==> src/rtl/core.sv <==
// core: shared pipeline types and register-file sizing
package core;
  localparam int NUM_REGS = 32;
  localparam int REG_IDX_W = $clog2(NUM_REGS);
  typedef logic [REG_IDX_W-1:0] RegIdx;
  typedef struct packed {
    logic        valid;
    logic [31:0] addr;
    logic [31:0] insn;
  } InsnBundle;
  typedef enum logic [2:0] {HAZ_NONE, HAZ_RAW1, HAZ_RAW2, HAZ_WAW, HAZ_FULL} HazCause;
endpackage

==> src/rtl/reg_scoreboard.sv <==
// reg_scoreboard: busy bit per register with set-wins update and same-cycle writeback bypass
module reg_scoreboard #(
  parameter int NUM_REGS = 32,
  parameter bit ZERO_REG_HW = 1'b1,
  localparam int W = $clog2(NUM_REGS)
) (
  input  logic            clk,
  input  logic            rst,
  input  logic            set_en,
  input  logic [W-1:0]    set_idx,
  input  logic            clr_en,
  input  logic [W-1:0]    clr_idx,
  input  logic [2:0][W-1:0] q_idx,
  output logic [2:0]      q_busy
);
  logic [NUM_REGS-1:0] busy, set_mask, clr_mask, eff_busy;
  assign set_mask = (set_en && !(ZERO_REG_HW && set_idx == '0)) ? NUM_REGS'(1) << set_idx : '0;
  assign clr_mask = clr_en ? NUM_REGS'(1) << clr_idx : '0;
  // the register file is write-first, so a retiring writer no longer blocks readers
  assign eff_busy = busy & ~clr_mask;
  always_ff @(posedge clk or posedge rst)
    if (rst) busy <= '0;
    else busy <= (busy & ~clr_mask) | set_mask;
  for (genvar i = 0; i < 3; i++) begin : g_q
    assign q_busy[i] = eff_busy[q_idx[i]];
  end
endmodule

==> src/rtl/read_hazard_ctrl.sv <==
// read_hazard_ctrl: scoreboarded issue control between Decode and the Read stage
module read_hazard_ctrl #(
  parameter int NUM_REGS = core::NUM_REGS,
  parameter int REG_IDX_W = core::REG_IDX_W,
  parameter bit ZERO_REG_HW = 1'b1,
  parameter int TIMEOUT = 1024,
  parameter int STALL_CNT_W = 16
) (
  input  logic                   clk,
  input  logic                   rst,
  input  core::InsnBundle        in_insn,
  input  logic [REG_IDX_W-1:0]   in_rs1,
  input  logic                   in_rs1_used,
  input  logic [REG_IDX_W-1:0]   in_rs2,
  input  logic                   in_rs2_used,
  input  logic [REG_IDX_W-1:0]   in_rd,
  input  logic                   in_rd_we,
  output logic                   in_ready,
  output core::InsnBundle        out_insn,
  input  logic                   out_ready,
  input  logic                   wb_valid,
  input  logic [REG_IDX_W-1:0]   wb_rd,
  input  logic                   flush,
  output logic [STALL_CNT_W-1:0] stall_cnt,
  output logic                   err_deadlock
);
  localparam int TW = $clog2(TIMEOUT + 1);
  logic [2:0] q_busy;
  logic hazard, space, stall;
  logic [TW-1:0] timer;
  reg_scoreboard #(.NUM_REGS(NUM_REGS), .ZERO_REG_HW(ZERO_REG_HW)) u_sb (
    .clk(clk), .rst(rst),
    .set_en(in_ready & in_rd_we), .set_idx(in_rd),
    .clr_en(wb_valid), .clr_idx(wb_rd),
    .q_idx({in_rd, in_rs2, in_rs1}), .q_busy(q_busy)
  );
  assign hazard = in_insn.valid & ((in_rs1_used & q_busy[0]) | (in_rs2_used & q_busy[1]) | (in_rd_we & q_busy[2]));
  assign space = ~out_insn.valid | out_ready;
  assign in_ready = in_insn.valid & ~hazard & space & ~flush;
  assign stall = in_insn.valid & ~flush & (hazard | ~space);
  always_ff @(posedge clk or posedge rst)
    if (rst) out_insn <= '0;
    else if (flush) out_insn.valid <= 1'b0;
    else if (in_ready) out_insn <= in_insn;
    else if (out_ready) out_insn.valid <= 1'b0;
  always_ff @(posedge clk or posedge rst)
    if (rst) stall_cnt <= '0;
    else if (hazard & ~flush & ~&stall_cnt) stall_cnt <= stall_cnt + STALL_CNT_W'(1);
  // timer saturates at TIMEOUT; err_deadlock rises on the edge where it gets there
  always_ff @(posedge clk or posedge rst)
    if (rst) begin
      timer <= '0;
      err_deadlock <= 1'b0;
    end else begin
      timer <= !stall ? '0 : (timer == TW'(TIMEOUT)) ? timer : timer + TW'(1);
      if (stall && timer == TW'(TIMEOUT - 1)) err_deadlock <= 1'b1;
    end
endmodule

==> config.mk <==
export PLATFORM = sky130hd
export DESIGN_NAME = read_hazard_ctrl
export DESIGN_NICKNAME = d
export VERILOG_FILES = /design/src/rtl/core.sv /design/src/rtl/reg_scoreboard.sv /design/src/rtl/read_hazard_ctrl.sv
export SDC_FILE = /design/constraint.sdc
export NUM_CORES = 1
export LEC_CHECK = 0
export BUFFER_PORTS_ARGS = -buffer_cell sky130_fd_sc_hd__buf_2
export CORE_MARGIN = 5
export CORE_UTILIZATION = 42
export CTS_BUF_LIST = sky130_fd_sc_hd__clkbuf_8
export DETAILED_ROUTE_END_ITERATION = 7
export GPL_TIMING_DRIVEN = 0
export PLACE_DENSITY = 0.77
export SETUP_SLACK_MARGIN = 0.4
export SYNTH_ARGS = -nofsm -noshare
export SYNTH_HDL_FRONTEND = slang
export SYNTH_HIERARCHICAL = 1
export SYNTH_SLANG_ARGS = --single-unit
==> constraint.sdc <==
create_clock -name clk -period 10.3 [get_ports clk]
set_clock_uncertainty 0.15 [all_clocks]
set_input_delay 2.06 -clock clk [delete_from_list [all_inputs] [get_ports clk]]
set_output_delay 2.06 -clock clk [all_outputs]
set_load 0.02 [all_outputs]
==> impl_results.rst, run 1 <==
.. list-table::
   :header-rows: 1

   * - Metric
     - Value
   * - Status
     - finished, final reports clean
   * - Final number of hold-violating endpoints
     - 0
   * - Post-DP Area
     - 7930 µm²
   * - Clock tree from TritonCTS
     - yes
   * - Total clock buffers created by CTS
     - 17
   * - Clk sinks
     - 125
   * - Combinational cell fraction of total power
     - 0.254
   * - Clock transition time at the flip-flop clock pins of the worst setup and hold paths
     - 0.06 ns
   * - Slowest stage cell on the critical path
     - a222oi_1
   * - RSZ-0062 raised after global routing
     - false
   * - Power per Cell Area
     - 176 nW/µm²
   * - Minimum period implied by the final worst setup slack
     - 8.47 ns
   * - Layout cell share with drive strength beyond 1
     - 0.340
   * - Power Internal
     - 1000 µW
   * - RePlAce Congestion
     - 0.957
   * - Initial DRC Count
     - 451
   * - Largest net degree at the start of global routing
     - 49
   * - DR pass1 iterations
     - 5
   * - Required arrival time at the worst endpoint
     - 8.09 ns
   * - Number of diodes
     - 0
   * - Count of pins over their slew limit
     - 0
   * - Power, Total
     - 1480 µW
   * - Number of standard cells after synthesis
     - 605
   * - Biggest area contributors in the synthesized netlist
     - dfrtp_1, mux2_1, mux2_2
   * - Area share of the largest cell type after synthesis
     - 0.462
   * - Post-placement worst setup slack
     - 1.94 ns
   * - Routed Antenna Nets
     - 0
   * - Startpoint-to-endpoint class of the critical path
     - primary input to output pin
   * - Via-per-instance ratio
     - 5.73
   * - Proportion of total power due to net switching
     - 0.323
   * - Area overhead of the layout relative to synthesis
     - 24.3%
   * - Gr ovfl total
     - 0
   * - Worst min-delay path class
     - flop to flop
   * - Routed vias
     - 5880
   * - Wire length of the first global-routing pass
     - 31.1 mm
   * - Post-CTS Resized
     - 0
   * - Wirelength, routed
     - 19.6 mm
   * - Final critical-path setup slack
     - 1.83 ns
   * - DRC viols
     - 0
   * - Width of the die
     - 137 µm
   * - Total Negative Setup Slacks
     - 0 ns
   * - Hold-fix buffers at CTS
     - 0
   * - Cell with the most instances after synthesis
     - dfrtp_1
   * - CTS H-tree lvls
     - 4
   * - Fraction of registers with async set/reset
     - 1.00
   * - Die span in y
     - 137 µm
   * - Highest fanout seen on the critical path
     - 10
   * - Number of flops mapped to enable cells by yosys
     - 0
   * - Fraction of power consumed by sequential logic
     - 0.419
   * - Category of the worst setup path capture point
     - output pin
   * - Worst voltage drop across the vdd grid
     - 0.130 mV
   * - Leakage power
     - 0.00383 µW
   * - Synth Area per Inst
     - 11.2 µm²
   * - Total number of nets in the final design
     - 894
   * - Initial core utilization
     - 0.428
   * - Area of the placeable core
     - 15800 µm²
   * - Critical path cell sequence
     - clkbuf_1 -> clkbuf_1 -> nand2_1 -> o21a_1 -> mux2i_1 -> a311oi_1 -> a211o_1 -> a222oi_1 -> nand2_2 -> nor2_2 -> buf_2 -> buf_2
   * - Buffers from clock root to sink, at most
     - 2
   * - Yosys warning total
     - 6
   * - Final cell area excluding filler cells
     - 8420 µm²
   * - Vias in the first global route
     - 5872
   * - Count of port buffers added during placement
     - 172
   * - Row count
     - 46
   * - Wire per inst
     - 19.1 µm
   * - Final setup vio count
     - 0
   * - Post-CTS Setup Bufs
     - 0
   * - Net count of the mapped netlist
     - 701
   * - Die footprint
     - 18800 µm²
   * - Actual transition at the worst max-transition pin
     - 1.29 ns
   * - Max Cap Violations
     - 0
   * - Peak per-stage delay on the critical path
     - 1.04 ns
   * - Clock Latency Late Sink
     - 0.42 ns
   * - Switching power summed over all nets
     - 479 µW
   * - WP data arrival
     - 6.26 ns
   * - Master cell of the clock root buffer
     - clkbuf_8
   * - Clock network fraction of total power
     - 0.326
   * - Estimated wirelength of the detail-placed design
     - 14.9 mm
   * - Worst slew margin
     - 0.138
   * - Count of distinct cell types in the synthesized netlist
     - 69
   * - Area leader, netlist
     - dfrtp_1
   * - Max Clk Rate
     - 118 MHz
   * - Antenna violations before repair
     - 1
   * - Overall fraction of global-route tracks in use
     - 0.210
   * - Cell Area, Synth
     - 6770 µm²
   * - Top-level port count
     - 176
   * - Most used DFF post-synth
     - dfrtp_1
   * - FF+latch count, synth
     - 125
   * - Register area share after synthesis
     - 0.462
   * - Final critical-path share of the clock period
     - 0.822
   * - CP Launch Type
     - primary input
   * - List of most frequent post-synthesis cells
     - dfrtp_1, o21ai_0, mux2_1
[cell usage in the layout (no fill, tap or decap), types with 15 or more instances in the layout]
cell type / synthesis / final
mux2i_1: 23 / 23
buf_2: 11 / 183
nand2_1: 17 / 17
mux2_2: 42 / 42
clkbuf_1: 18 / 18
o21ai_0: 62 / 62
nor2_1: 23 / 23
mux2_1: 48 / 48
clkbuf_8: 0 / 20
xor2_1: 15 / 15
dfrtp_1: 125 / 125
[worst max-delay path, delay by kind of cell]
kind / cells / cell delay, ns
AO/OA/AOI/OAI: 4 / 1.82
buffers and inverters: 4 / 1.35
multiplexers: 1 / 0.25
AND/OR/NAND/NOR: 3 / 0.77
[metal layers]
layer | GRT usage | vias up | part of all wire
li1 | - | 2696 | -
met1 | 0.261 | 2861 | 0.39
met2 | 0.347 | 287 | 0.48
met3 | 0.0783 | 34 | 0.11
met4 | 0.0543 | 2 | 0.015
met5 | 0 | - | 0.00066
[cell families (layout without fill, tap and decap cells)]
kind of cell,Yosys count,after routing,share of synthesized area
AO/OA/AOI/OAI,131,131,0.129
AND/OR/NAND/NOR,151,151,0.134
XOR/XNOR,27,27,0.0349
flip-flops,125,125,0.462
buffers and inverters,51,257,0.0375
adder cells (fa/ha/maj),3,3,0.00554
multiplexers,117,117,0.197
[power by group through the flow]
stage	combinational, µW	clock [µW]	sequential, µW
after floorplan	149	0	703
final	376	483	621
after global routing	406	519	631
after detailed placement	377	0	628
after global placement	368	0	625
after CTS	378	495	620
[flip-flops by register name, summed over array words and instances (netlist names)]
name          cells
stall_cnt        16
u_sb/busy        32
timer            11
out_insn         65
err_deadlock      1
[area by class of cell]
class                      count  area (µm²)
sequential                   125        3130
clock inverter                12         184
tap                          216         270
inverter                      13        51.3
timing repair buffer         174         916
multi-input combinational    429        3390
fill                        1412        7410
clock buffer                  20         275
buffer                        38         205
[per-stage QoR]
stage	instances	util	hold WS, ns
6_report	1027	0.532	0.313
2_1_floorplan	605	-	0.323
3_5_place_dp	994	0.501	0.306
3_3_place_gp	993	0.499	0.300
5_1_grt	1027	0.532	0.351
4_1_cts	1026	0.530	0.322
[path summary, 6_finish.rpt]
kind                                               start                        to  slack [ns]  cells past startpoint
max in group asynchronous                            rst  out_insn[57]$_DFFE_PP0P_        7.77                      3
min in group asynchronous                            rst    u_sb/busy[5]$_DFF_PP0_        1.43                      2
worst max register to register   u_sb/busy[17]$_DFF_PP0_   u_sb/busy[26]$_DFF_PP0_        5.36                     13
worst min-delay path            err_deadlock$_DFFE_PP0P_  err_deadlock$_DFFE_PP0P_        0.31                      2
worst min register to register  err_deadlock$_DFFE_PP0P_  err_deadlock$_DFFE_PP0P_        0.31                      2
worst max-delay path                            wb_rd[1]                  in_ready        1.83                     12
No activity file was read; power rests on OpenSTA's default activity.
==> run 2: changes to the inputs <==
- ABC_AREA: unset -> 1
- PLACE_DENSITY: 0.77 -> 0.79
- clock period: 10.3 -> 7.2 ns (I/O delays scaled with it)
==> run 2 against run 1 <==
Routed wire length increased by 12%. Critical path type unchanged. Area after synthesis increased by 1.3%. Final cell count increased by 34%. Sequential share of layout area about the same. Sequential power increased by 50%. Critical path depth increased by 7. Design area decreased by 0.12%. Via count increased by 22%. Synthesized cell count increased by 58%.
==> impl_results.rst, run 2 <==
.. list-table::
   :header-rows: 1

   * - Metric
     - Value
   * - Post-CTS Setup Bufs
     - 0
   * - Number of flops mapped to enable cells by yosys
     - 0
   * - Clock Latency Late Sink
     - 0.43 ns
   * - Number of standard cells after synthesis
     - 956
   * - Global routing usage on met3
     - 0.0866
   * - Biggest area contributors in the synthesized netlist
     - dfrtp_1, nand2_1, nand3_1
   * - Share of the core filled with cells
     - 0.527
   * - Met1 demand-to-capacity share in global routing
     - 0.311
   * - Wire length of the first global-routing pass
     - 34.5 mm
   * - Fillcell total
     - 1578
   * - Overall fraction of global-route tracks in use
     - 0.233
   * - Cell Area, Synth
     - 6860 µm²
   * - Max Cap Violations
     - 0
   * - Fraction of registers with async set/reset
     - 1.00
   * - Vias in the first global route
     - 6727
   * - Width of the die
     - 138 µm
   * - Category of the worst setup path capture point
     - output pin
   * - Post-DP Area
     - 8020 µm²
   * - Master cell of the clock root buffer
     - clkbuf_8
   * - Antenna violations before repair
     - 0
   * - Worst slew margin
     - 0.493
   * - Post-placement worst setup slack
     - 1.61 ns
   * - Slowest stage cell on the critical path
     - buf_2
   * - Clk sinks
     - 125
   * - Footprint of the flip-flops and latches
     - 3130 µm²
   * - CP Launch Type
     - primary input
   * - Max reg flops
     - 65
   * - Clock transition time at the flip-flop clock pins of the worst setup and hold paths
     - 0.08 ns
   * - Worst path bufs/invs
     - 7
   * - List of most frequent post-synthesis cells
     - nand2_1, nand3_1, dfrtp_1
   * - Final setup vio count
     - 0
   * - Actual transition at the worst max-transition pin
     - 0.757 ns
   * - Hold-fix buffers at CTS
     - 0
   * - Power per Cell Area
     - 259 nW/µm²
   * - Most used DFF post-synth
     - dfrtp_1
   * - Routed vias
     - 7202
   * - Required arrival time at the worst endpoint
     - 5.61 ns
   * - WP data arrival
     - 4.10 ns
   * - Most frequent cells in the layout
     - nand2_1, buf_2, nand3_1, dfrtp_1, inv_1
   * - Power, Total
     - 2180 µW
   * - Worst min-delay path class
     - flop to flop
   * - Combined area of the multi-input logic cells
     - 3300 µm²
   * - DR pass1 iterations
     - 6
   * - Die footprint
     - 19000 µm²
   * - Cell with the most instances after synthesis
     - nand2_1
   * - Wire per inst
     - 15.9 µm
   * - Wirelength, routed
     - 21.9 mm
   * - Area share of the largest cell type after synthesis
     - 0.456
   * - Net count of the mapped netlist
     - 1052
   * - CTS H-tree lvls
     - 4
   * - Final cell area excluding filler cells
     - 8410 µm²
   * - Worst voltage drop across the vdd grid
     - 0.202 mV
   * - Top-level port count
     - 176
   * - Final critical-path share of the clock period
     - 0.791
   * - Number of diodes
     - 0
   * - Largest delay contributor family on the critical path
     - buffers and inverters
   * - Count of distinct cell types in the synthesized netlist
     - 33
   * - Total Negative Setup Slacks
     - 0 ns
   * - Critical path cell sequence
     - buf_2 -> buf_2 -> inv_1 -> buf_2 -> nand3_1 -> nand3_1 -> nand2_1 -> nand2_1 -> nand3_1 -> nand2_1 -> nand2_1 -> nand2_1 -> nand2_1 -> nand3_1 -> nor2_1 -> nand2_1 -> inv_2 -> buf_2 -> buf_2
   * - Row count
     - 46
   * - Peak per-stage delay on the critical path
     - 0.26 ns
   * - Highest fanout seen on the critical path
     - 10
   * - Area overhead of the layout relative to synthesis
     - 22.5%
   * - Minimum period implied by the final worst setup slack
     - 5.69 ns
   * - FF+latch count, synth
     - 125
   * - RSZ-0062 raised after global routing
     - false
   * - Clock tree from TritonCTS
     - yes
   * - DRC viols
     - 0
   * - Most common cell after layout, fill and taps aside
     - nand2_1
   * - Cell repeated most along the worst path
     - nand2_1
   * - Leakage power
     - 0.00446 µW
   * - Startpoint-to-endpoint class of the critical path
     - primary input to output pin
   * - Area leader, netlist
     - dfrtp_1
   * - Register area share after synthesis
     - 0.456
   * - Count of pins over their slew limit
     - 0
   * - Synth Area per Inst
     - 7.18 µm²
   * - Buffers from clock root to sink, at most
     - 2
   * - Final critical-path setup slack
     - 1.51 ns
   * - Status
     - finished, final reports clean
   * - RePlAce Congestion
     - 1.02
   * - Total clock buffers created by CTS
     - 17
   * - Gr ovfl total
     - 0
   * - Largest net degree at the start of global routing
     - 57
   * - Post-CTS Resized
     - 0
   * - Estimated wirelength of the detail-placed design
     - 16.4 mm
   * - Via-per-instance ratio
     - 5.23
   * - Busiest metal layer after global routing
     - met2
   * - Layout cell share with drive strength beyond 1
     - 0.229
   * - Final number of hold-violating endpoints
     - 0
   * - Count of port buffers added during placement
     - 171
   * - Regs by FF count
     - out_insn (65), u_sb/busy (32), stall_cnt (16)
   * - Initial DRC Count
     - 777
   * - Total number of nets in the final design
     - 1243
   * - Routed Antenna Nets
     - 0
   * - Max Clk Rate
     - 176 MHz
   * - Yosys warning total
     - 6
   * - GR met2 Demand/Resource
     - 0.358
   * - Initial core utilization
     - 0.430
   * - Area of the placeable core
     - 15900 µm²
   * - Biggest register
     - out_insn
   * - Die span in y
     - 138 µm
[run 2: area by class of cell]
class | count | area share
Clock buffer | 18 | 0.0295
Inverter | 58 | 0.0263
Tap cell | 216 | 0.0321
Timing Repair Buffer | 172 | 0.105
Multi-Input combinational cell | 738 | 0.392
Clock inverter | 14 | 0.0170
Sequential cell | 125 | 0.372
Buffer | 35 | 0.0259
[run 2: worst paths after layout]
path / slack (ns) / end / start / cells after the start
worst max-delay path: 1.51 / in_ready / in_rd[0] / 19
worst min-delay path: 0.33 / out_insn[59]$_DFFE_PP0P_ / out_insn[59]$_DFFE_PP0P_ / 2
worst max register to register: 3.74 / u_sb/busy[23]$_DFF_PP0_ / u_sb/busy[27]$_DFF_PP0_ / 18
worst min register to register: 0.33 / out_insn[59]$_DFFE_PP0P_ / out_insn[59]$_DFFE_PP0P_ / 2
max in group asynchronous: 5.34 / out_insn[4]$_DFFE_PP0P_ / rst / 3
min in group asynchronous: 0.91 / timer[5]$_DFFE_PP0P_ / rst / 2
[run 2: stage by stage]
stage                     hold slack, ns  instances
after floorplan                    0.341        956
after global placement             0.307       1343
after detailed placement           0.309       1344
after CTS                          0.331       1376
after global routing               0.347       1376
final                              0.330       1376
[run 2: logic make-up after synthesis]
kind of cell / count (synthesis) / share of synthesized area
AOI/OAI and AO/OA: 50 / 0.0423
xor gates and xnor gates: 6 / 0.00766
adders and majority gates: 3 / 0.00547
buffers and inverters: 93 / 0.0636
DFF: 125 / 0.456
and+or+nand+nor: 679 / 0.425
[run 2: where the power goes]
part	switching (µW)	internal [µW]
Sequential	103	831
Combinational	415	210
Clock	325	295
[run 2: per-layer routing]
metal / vias up / wire (µm)
met4: 0 / 378
li1: 3476 / -
met2: 428 / 10000
met1: 3274 / 9030
met5: - / 0
met3: 24 / 2520
[run 2: worst reg2reg max path: stages (launching register included)]
cell	delay, ns
dfrtp_1	0.43
nand3_1	0.11
nand3_1	0.10
nand2_1	0.13
nand2_1	0.06
nand3_1	0.08
nand2_1	0.06
nand2_1	0.06
nand2_1	0.06
nand2_1	0.13
nand3_1	0.22
nor2_1	0.14
nand2_1	0.17
buf_2	0.26
nor2_1	0.15
inv_1	0.05
nor2_1	0.57
nand2_1	0.24
o21ai_0	0.20
==> run 3: changes to the inputs <==
- PLACE_DENSITY: 0.79 -> 0.77
- clock period: 7.2 -> 5.5 ns (I/O delays scaled with it)
==> run 3 against run 2 <==
Power rose by 30%. Worst setup slack worse by 0.86 ns. Clock-buffer cell count unchanged. Clock power grew 28%. Core utilization about the same. Design area about the same. Sequential share of layout area is essentially flat. Sequential power rose by 31%.
==> impl_results.rst, run 3 (synthesis gave the netlist of run 2 again) <==
.. list-table::
   :header-rows: 1

   * - Metric
     - Value
   * - Status
     - finished, final reports clean
   * - Worst Setup SP
     - wb_rd[4]
   * - Row count
     - 46
   * - Post-placement worst setup slack
     - 0.546 ns
   * - Combinational cell fraction of total power
     - 0.290
   * - RePlAce Congestion
     - 0.974
   * - Cell total after placement
     - 1344
   * - Initial DRC Count
     - 607
   * - Clock tree from TritonCTS
     - yes
   * - Final critical-path share of the clock period
     - 0.883
   * - Critical path cell sequence
     - buf_2 -> nand2_1 -> inv_1 -> buf_4 -> nand4_1 -> nand3_1 -> nand3_1 -> nand2_1 -> nand2_1 -> nand3_1 -> nand2_1 -> nand2_1 -> nand2_1 -> nand2_1 -> nand3_2 -> nor2_1 -> nand2_1 -> inv_2 -> clkbuf_4 -> buf_2
   * - DR pass1 iterations
     - 5
   * - Launch point of the worst reg-to-reg path
     - u_sb/busy[12]$_DFF_PP0_
   * - Final Instance Count excl. Fillers
     - 1376
   * - Power per Cell Area
     - 336 nW/µm²
   * - Post-CTS Setup Bufs
     - 0
   * - Power, Total
     - 2830 µW
   * - Routed vias
     - 7073
   * - Highest fanout seen on the critical path
     - 10
   * - Final setup vio count
     - 0
   * - Vias in the first global route
     - 6794
   * - Layout cell share with drive strength beyond 1
     - 0.229
   * - Gr ovfl total
     - 0
   * - Leakage power
     - 0.00445 µW
   * - Die footprint
     - 19000 µm²
   * - Final critical-path setup slack
     - 0.641 ns
   * - Estimated wirelength of the detail-placed design
     - 16.4 mm
   * - Fillcell total
     - 1596
   * - Count of pins over their slew limit
     - 0
   * - Cell repeated most along the worst path
     - nand2_1
   * - Final number of hold-violating endpoints
     - 0
   * - Actual transition at the worst max-transition pin
     - 0.727 ns
   * - Wire per inst
     - 15.8 µm
   * - Worst reg-to-reg path cell count
     - 18
   * - Wirelength, routed
     - 21.7 mm
   * - Hold endpoint
     - err_deadlock$_DFFE_PP0P_
   * - Hold-fix buffers at CTS
     - 0
   * - Clock transition time at the flip-flop clock pins of the worst setup and hold paths
     - 0.07 ns
   * - Category of the worst setup path capture point
     - output pin
   * - Wire length of the first global-routing pass
     - 34.5 mm
   * - CP Launch Type
     - primary input
   * - Fraction of power consumed by sequential logic
     - 0.430
   * - Worst r2r dst
     - u_sb/busy[5]$_DFF_PP0_
   * - Slowest stage cell on the critical path
     - buf_4
   * - Buffers from clock root to sink, at most
     - 2
   * - Width of the die
     - 138 µm
   * - Routed Antenna Nets
     - 0
   * - Power Internal
     - 1740 µW
   * - Count of port buffers added during placement
     - 171
   * - Biggest register
     - out_insn
   * - Regs by FF count
     - out_insn (65), u_sb/busy (32), stall_cnt (16)
   * - Die span in y
     - 138 µm
   * - Switching power summed over all nets
     - 1090 µW
   * - Clock Latency Late Sink
     - 0.44 ns
   * - Top-level port count
     - 176
   * - Required arrival time at the worst endpoint
     - 4.25 ns
   * - Total number of nets in the final design
     - 1243
   * - Master cell of the clock root buffer
     - clkbuf_8
   * - Total Negative Setup Slacks
     - 0 ns
   * - DRC viols
     - 0
   * - Max Clk Rate
     - 206 MHz
   * - Total clock buffers created by CTS
     - 17
   * - Minimum period implied by the final worst setup slack
     - 4.86 ns
   * - Worst voltage drop across the vdd grid
     - 0.218 mV
   * - Worst slew margin
     - 0.515
   * - Max reg flops
     - 65
   * - Worst min-delay path class
     - flop to flop
   * - Startpoint-to-endpoint class of the critical path
     - primary input to output pin
   * - Most frequent cells in the layout
     - nand2_1, buf_2, nand3_1, dfrtp_1, inv_1
   * - Number of diodes
     - 0
   * - Largest net degree at the start of global routing
     - 54
   * - Worst hold path startpoint
     - err_deadlock$_DFFE_PP0P_
   * - RSZ-0062 raised after global routing
     - false
   * - WP data arrival
     - 3.61 ns
   * - Proportion of total power due to net switching
     - 0.385
   * - CTS H-tree lvls
     - 4
   * - Area of the placeable core
     - 15900 µm²
   * - Max Cap Violations
     - 0
   * - Initial core utilization
     - 0.430
   * - Most common cell after layout, fill and taps aside
     - nand2_1
   * - Clock network fraction of total power
     - 0.280
   * - Via-per-instance ratio
     - 5.14
   * - Peak per-stage delay on the critical path
     - 0.23 ns
   * - Overall fraction of global-route tracks in use
     - 0.234
   * - Clk sinks
     - 125
   * - Worst reg-to-reg setup slack
     - 2.41 ns
   * - Antenna violations before repair
     - 3
   * - Number of cells traversed by the worst hold path
     - 1
   * - Area overhead of the layout relative to synthesis
     - 22.6%
## run 3: repair_timing
action                                  CTS  global route
resized for setup                         0             3
endpoints found under the setup margin    0             1
endpoints found under the hold margin     0             0
## run 3: routing by layer
layer | global-route usage | share of wire
met5 | 0 | 0.0015
met4 | 0.0867 | 0.027
met3 | 0.0844 | 0.11
met2 | 0.351 | 0.44
met1 | 0.310 | 0.42
## run 3: worst max-delay path: cells and delay by family
kind / cells / cell delay [ns]
and+or+nand+nor: 14 / 1.46
buffers and inverters: 6 / 1.05
## run 3: worst max path at each step
stage | end | slack, ns | cells past startpoint
after floorplan | in_ready | 1.61 | 18
after global placement | in_ready | 0.54 | 19
after detailed placement | in_ready | 0.55 | 19
after CTS | in_ready | 0.54 | 19
after global routing | in_ready | 0.42 | 20
final | in_ready | 0.64 | 20
## run 3: area by class of cell
class / count / area (µm²) / area share
multi-input cells: 738 / 3310 / 0.393
flip-flops and latches: 125 / 3130 / 0.372
repair buffers: 172 / 883 / 0.105
well taps: 216 / 270 / 0.0321
clock buffers: 18 / 248 / 0.0294
inverters: 58 / 221 / 0.0263
plain buffers: 35 / 220 / 0.0262
clock inverters: 14 / 138 / 0.0164
## run 3: power by group through the flow
stage | Clock (µW) | Combinational (µW) | Sequential [µW]
after floorplan | 0 | 327 | 1400
final | 792 | 819 | 1220
after detailed placement | 0 | 829 | 1220
after global placement | 0 | 803 | 1230
after CTS | 809 | 826 | 1220
after global routing | 849 | 898 | 1240
## run 3: stage by stage
stage,hold WS [ns],utilization,area [µm²]
after floorplan,0.341,-,6860
after global placement,0.307,0.501,7990
after detailed placement,0.309,0.503,8020
after CTS,0.329,0.527,8400
after global routing,0.344,0.528,8420
final,0.325,0.528,8420
